File: src/rtl/video_box_overlay.sv
// -----------------------------------------------------------------------------
// video_box_overlay
//
// Pixel-stream stage sitting between the DVI receive decoder and the DVI
// transmit encoder, entirely in the pclk domain. It re-times the decoded
// RGB/sync/DE stream through two register stages, draws a fixed-colour
// rectangular outline onto active video, and measures the active width and
// height of each frame.
//
// Ports:
//   pclk                          pixel clock (decoder pclk)
//   reset                         synchronous, active-high
//   enable                        overlay request, taken at frame start only
//   red_in/green_in/blue_in       decoded pixel data, 8 bits each
//   hsync_in/vsync_in/de_in       decoded syncs and data enable
//   red_out/green_out/blue_out    pixel data to the encoder (2-cycle latency)
//   hsync_out/vsync_out/de_out    syncs and DE delayed by 2 cycles, unchanged
//   act_width                     active pixels in the last completed line
//   act_height                    active lines in the last completed frame
//   meas_valid                    act_width/act_height cover a full frame
// -----------------------------------------------------------------------------
module video_box_overlay #(
    parameter int          XW     = 12,
    parameter int          YW     = 12,
    parameter int          BOX_X0 = 100,
    parameter int          BOX_Y0 = 100,
    parameter int          BOX_W  = 200,
    parameter int          BOX_H  = 100,
    parameter int          BORDER = 2,
    parameter logic [23:0] COLOR  = 24'hFF0000,
    parameter logic        VS_POL = 1'b1
) (
    input  logic          pclk,
    input  logic          reset,
    input  logic          enable,
    input  logic [7:0]    red_in,
    input  logic [7:0]    green_in,
    input  logic [7:0]    blue_in,
    input  logic          hsync_in,
    input  logic          vsync_in,
    input  logic          de_in,
    output logic [7:0]    red_out,
    output logic [7:0]    green_out,
    output logic [7:0]    blue_out,
    output logic          hsync_out,
    output logic          vsync_out,
    output logic          de_out,
    output logic [XW-1:0] act_width,
    output logic [YW-1:0] act_height,
    output logic          meas_valid
);

    // Box limits held one bit wider than the counters so that
    // BOX_X0+BOX_W (and the Y equivalent) can never wrap back into range.
    localparam logic [XW:0] X_LO   = (XW+1)'(BOX_X0);
    localparam logic [XW:0] X_HI   = (XW+1)'(BOX_X0 + BOX_W);
    localparam logic [XW:0] X_LO_B = (XW+1)'(BOX_X0 + BORDER);
    localparam logic [XW:0] X_HI_B = (XW+1)'(BOX_X0 + BOX_W - BORDER);
    localparam logic [YW:0] Y_LO   = (YW+1)'(BOX_Y0);
    localparam logic [YW:0] Y_HI   = (YW+1)'(BOX_Y0 + BOX_H);
    localparam logic [YW:0] Y_LO_B = (YW+1)'(BOX_Y0 + BORDER);
    localparam logic [YW:0] Y_HI_B = (YW+1)'(BOX_Y0 + BOX_H - BORDER);

    // Stage 1: registered inputs plus the x/y position of that pixel.
    logic          r_de1;
    logic          r_hs1;
    logic          r_vs1;
    logic [23:0]   r_rgb1;
    logic [XW-1:0] r_x1;
    logic [YW-1:0] r_y1;
    logic          r_en_frame;
    logic          r_seen_fs;

    // Stage 2: muxed RGB and delayed syncs.
    logic          r_de2;
    logic          r_hs2;
    logic          r_vs2;
    logic [23:0]   r_rgb2;

    logic          w_line_end;
    logic          w_frame_start;
    logic [XW-1:0] w_x_inc;
    logic [YW-1:0] w_y_inc;
    logic [YW-1:0] w_y_after_le;
    logic [XW:0]   w_x_ext;
    logic [YW:0]   w_y_ext;
    logic          w_in_x;
    logic          w_in_y;
    logic          w_edge_x;
    logic          w_edge_y;
    logic          w_outline;

    // r_de1/r_vs1 hold the previous cycle's de_in/vsync_in, which gives the
    // edge history without extra registers.
    assign w_line_end    = r_de1 & ~de_in;
    assign w_frame_start = (vsync_in == VS_POL) && (r_vs1 != VS_POL);

    assign w_x_inc = (r_x1 == {XW{1'b1}}) ? r_x1 : r_x1 + XW'(1);
    assign w_y_inc = (r_y1 == {YW{1'b1}}) ? r_y1 : r_y1 + YW'(1);

    // A line ending in the same cycle as the frame start is counted before
    // the height is captured, so that line belongs to the finished frame.
    assign w_y_after_le = w_line_end ? w_y_inc : r_y1;

    always_ff @(posedge pclk) begin
        if (reset) begin
            r_de1      <= 1'b0;
            r_hs1      <= 1'b0;
            r_vs1      <= 1'b0;
            r_rgb1     <= '0;
            r_x1       <= '0;
            r_y1       <= '0;
            r_en_frame <= 1'b0;
            r_seen_fs  <= 1'b0;
            act_width  <= '0;
            act_height <= '0;
            meas_valid <= 1'b0;
        end else begin
            r_de1  <= de_in;
            r_hs1  <= hsync_in;
            r_vs1  <= vsync_in;
            r_rgb1 <= {red_in, green_in, blue_in};

            // x restarts at 0 on the first DE-high cycle of each line.
            if (de_in) begin
                r_x1 <= r_de1 ? w_x_inc : '0;
            end else begin
                r_x1 <= '0;
            end

            if (w_line_end) begin
                act_width <= w_x_inc;
            end

            if (w_frame_start) begin
                act_height <= w_y_after_le;
                r_y1       <= '0;
                r_en_frame <= enable;
                r_seen_fs  <= 1'b1;
                // The first frame start after reset only opens a frame;
                // the second one closes a fully counted frame.
                if (r_seen_fs) begin
                    meas_valid <= 1'b1;
                end
            end else if (w_line_end) begin
                r_y1 <= w_y_inc;
            end
        end
    end

    assign w_x_ext = {1'b0, r_x1};
    assign w_y_ext = {1'b0, r_y1};

    assign w_in_x   = (w_x_ext >= X_LO) && (w_x_ext < X_HI);
    assign w_in_y   = (w_y_ext >= Y_LO) && (w_y_ext < Y_HI);
    assign w_edge_x = (w_x_ext < X_LO_B) || (w_x_ext >= X_HI_B);
    assign w_edge_y = (w_y_ext < Y_LO_B) || (w_y_ext >= Y_HI_B);

    assign w_outline = r_de1 && r_en_frame && w_in_x && w_in_y
                       && (w_edge_x || w_edge_y);

    always_ff @(posedge pclk) begin
        if (reset) begin
            r_de2  <= 1'b0;
            r_hs2  <= 1'b0;
            r_vs2  <= 1'b0;
            r_rgb2 <= '0;
        end else begin
            r_de2  <= r_de1;
            r_hs2  <= r_hs1;
            r_vs2  <= r_vs1;
            r_rgb2 <= w_outline ? COLOR : r_rgb1;
        end
    end

    assign red_out   = r_rgb2[23:16];
    assign green_out = r_rgb2[15:8];
    assign blue_out  = r_rgb2[7:0];
    assign hsync_out = r_hs2;
    assign vsync_out = r_vs2;
    assign de_out    = r_de2;

endmodule

File: config.mk
export PLATFORM = sky130hd
export DESIGN_NAME = video_box_overlay
export DESIGN_NICKNAME = d
export VERILOG_FILES = /design/src/rtl/video_box_overlay.sv
export SDC_FILE = /design/constraint.sdc
export NUM_CORES = 1
export LEC_CHECK = 0
export BUFFER_PORTS_ARGS = -buffer_cell sky130_fd_sc_hd__buf_2
export CAP_MARGIN = 20
export CORE_ASPECT_RATIO = 1.1
export CORE_MARGIN = 4
export CORE_UTILIZATION = 30
export CTS_CLUSTER_DIAMETER = 100
export DETAILED_ROUTE_END_ITERATION = 7
export PLACE_DENSITY = 0.54
export SYNTH_ARGS = -nofsm -noshare
export SYNTH_HDL_FRONTEND = slang
export SYNTH_SLANG_ARGS = --single-unit
File: constraint.sdc
create_clock -name pclk -period 5.4 [get_ports pclk]
set_input_delay 0.81 -clock pclk [delete_from_list [all_inputs] [get_ports pclk]]
set_output_delay 0.81 -clock pclk [all_outputs]
set_load 0.05 [all_outputs]
==> flow_metrics.py <==
metrics = {
    "power_and_ir_drop": {
        "peakVddDrop_uv": 142.2,
        "leakage_nw": 1.896,
        "p_per_area_nw_per_um2": 333.2,
    },
    "detailed_routing": {
        "drtIter0Drc": 100,
        "final_antenna_net_count": 0,
        "drc_errors": 0,
        "dr.pass1.iters": 4,
        "vias": 2906,
        "totalWireLength_microns": 8255,
        "wl_per_cell_microns": 13.00,
        "via_per_inst": 4.576,
    },
    "synth": {
        "ys_top_cells_by_count": "dfxtp_1 (105), nor2_1 (52), nor2b_1 (32)",
        "synthFlopType": "dfxtp_1",
        "seq_area_frac_synth_pct": 53.59,
        "yosys.area.top_type_share_pct": 53.59,
        "yosysUniqueCellTypes": 49,
        "synth_edf_count": 0,
        "syn-num-nets": 439,
        "synthTopCellsByArea": "dfxtp_1 (54%), nor2b_1 (5.1%), nor2_1 (5.0%)",
        "synthCells": 405,
        "yosysMostFrequentCell": "dfxtp_1",
        "yosys_warnings": 0,
        "avgSynthCellArea_sq_um": 9.685,
        "yosysTopAreaCell": "dfxtp_1",
        "synth_seq_cells": 105,
        "netlist_area_sq_um": 3923,
        "async_flop_share_pct": 0,
    },
    "worst_setup_path": {
        "crit_chain": "buf_2 -> and2b_1 -> nand4_1 -> or3_1 -> a2111oi_1",
        "path_buf_inv": 1,
        "reg2reg_depth": 4,
        "slowest_stage": "and2b_1",
        "crit_required_ps": 5630,
        "crit_path_end_kind": "flip-flop",
        "arrival_ps": 2630,
        "cp_slowest_stage_delay_ps": 590,
        "reg2reg_slack_ps": 3230,
        "worstSetupStartpointType": "input port",
        "path_class": "input port to flip-flop",
        "crit_family": "simple AND/OR/NAND/NOR gates",
        "rr_startpoint": "r_de1",
        "reg2reg_to": "act_height[11]",
        "cp_max_fo": 19,
    },
    "die": {
        "start_util_pct": 30.89,
        "fp-row-count": 43,
        "die_w_microns": 117.0,
        "die_y_microns": 127.9,
        "io_pins": 82,
        "die_area_sq_um": 14970,
        "coreArea_sq_um": 12700,
    },
    "run_status": {
        "status": "complete, no violations",
    },
    "sta": {
        "fmax_mhz": 417.7,
        "relSlewSlack_pct": 51.08,
        "final.setup.tns_ps": 0,
        "report.final.setup_viol": 0,
        "fin_crit_ps": 2394,
        "rsz0062_at_grt": "false",
        "fin_crit_sh_pct": 44.33,
        "timing.final.hold_violations": 0,
        "fin_ws_ps": 3006,
        "skew_ps": 8.303,
        "finalHoldWorstSlack_ps": 436.2,
        "tightest_slew_ps": 733.7,
        "slew_violations": 0,
    },
    "worst_hold_path": {
        "min_to": "r_rgb2[22]",
        "hold_path_depth": 2,
        "holdCritPathClass": "flip-flop to flip-flop",
        "hp-start": "r_rgb1[22]",
    },
    "global_route": {
        "grt_pass1_wl_microns": 13670,
        "antenna_found_initial": 0,
        "grt.overflow.total": 0,
        "grt_max_degree": 44,
        "grt_usage_pct": 11.41,
        "grt_pass1_vias": 2775,
    },
    "clock_tree": {
        "cts_max_level": 3,
        "cts-root-buf": "clkbuf_16",
        "cts_buffer_depth": 2,
        "postCtsResizedCells": 0,
        "clock_latency_ps": 340,
        "cts_tree": "done",
        "ctsHoldBuffers": 0,
        "cts_buffers": 9,
        "clkTransAtPathRegs_ps": 80,
        "cts_sinks": 105,
        "cts_setup_buffers": 0,
    },
    "placed_design": {
        "dpl_cell_area_sq_um": 4408,
        "gp_congestion": 0.7855,
        "pre_cts_ws_ps": 2628,
        "portBuffers": 81,
        "placedCellCount": 618,
        "dp.final_hpwl_microns": 5899,
    },
    "finish": {
        "final_area_sq_um": 4705,
        "syn2layout_area_growth_pct": 19.94,
        "fillers": 1331,
        "stdcell_count": 635,
        "n_antenna_cell": 0,
        "drive_gt1_share_pct": 24.48,
        "fin_nets": 507,
    },
    "flow_run": {
        "drv_cap": 0,
    },
}
[state kept, by name (all words and copies together), names as in the netlist, 12 cells and up]
register / flops
act_width: 12
r_y1: 12
r_rgb1: 24
r_rgb2: 24
r_x1: 12
act_height: 12
[cell type report]
class	count	area, sq um	area share, %
flip-flops and latches	105	2102	44.68
multi-input cells	260	1640	34.87
repair buffers	84	427.9	9.096
clock buffers	9	225.2	4.787
well taps	157	196.4	4.176
clock inverters	7	63.81	1.356
inverters	13	48.80	1.037
[report_power, final]
group | internal, W | total (W) | leakage, nW | switching [W]
registers | 0.000801 | 0.000810 | 0.861 | 0.00000890
clock network | 0.000323 | 0.000629 | 0.145 | 0.000306
logic | 0.0000365 | 0.000128 | 0.890 | 0.0000919
[worst min-delay path: stages, from the launching register on]
cell	delay, ps
dfxtp_1	300
inv_1	50
a21oi_2	40
[through the flow]
stage	power [W]	util, %
2_1_floorplan	0.0009230	-
5_1_grt	0.001629	37.05
4_1_cts	0.001590	36.99
3_5_place_dp	0.0009591	34.72
6_report	0.001567	37.05
3_3_place_gp	0.0009574	34.72
[worst max-delay path by stage]
stage,from,endpoint,slack (ps),depth (start not counted)
2_1_floorplan,de_in,act_height[11],3320,5
3_3_place_gp,de_in,act_height[11],2700,5
3_5_place_dp,de_in,act_height[11],2630,5
4_1_cts,de_in,act_height[11],3000,5
5_1_grt,de_in,act_height[11],2840,5
6_report,de_in,act_height[11],3010,5
[per-layer routing]
layer / vias to the layer above / GRT usage, % / routed length (microns)
met1: 1308 / 14.81 / 3878
met5: - / 0 / 0
met4: 0 / 4.116 / 142
met3: 9 / 3.872 / 546
li1: 1508 / - / -
met2: 81 / 17.58 / 3689
[layout by cell type (no fill, tap or decap), types with 5 or more instances in the layout]
master / count
buf_2: 81
dfxtp_1: 105
a21oi_1: 10
nand2_1: 20
nand2b_1: 5
nor2b_1: 32
xnor2_1: 11
mux2i_1: 6
nor2_1: 52
a21oi_2: 8
a211oi_1: 14
inv_1: 13
nor3_1: 7
clkbuf_16: 9
nand3_1: 13
nor3b_1: 17
nand4_1: 6
[cells by family (layout without fill, tap and decap cells)]
group | Yosys count | count (layout) | synth area share (%)
compound gates | 57 | 57 | 10.49
xor+xnor | 13 | 13 | 2.903
fa+ha+maj | 4 | 4 | 1.276
buf+inv | 40 | 113 | 4.593
flops | 105 | 105 | 53.59
mux | 6 | 6 | 1.531
simple gates | 180 | 180 | 25.61
Note: power is estimated with default switching activity, not from simulation.
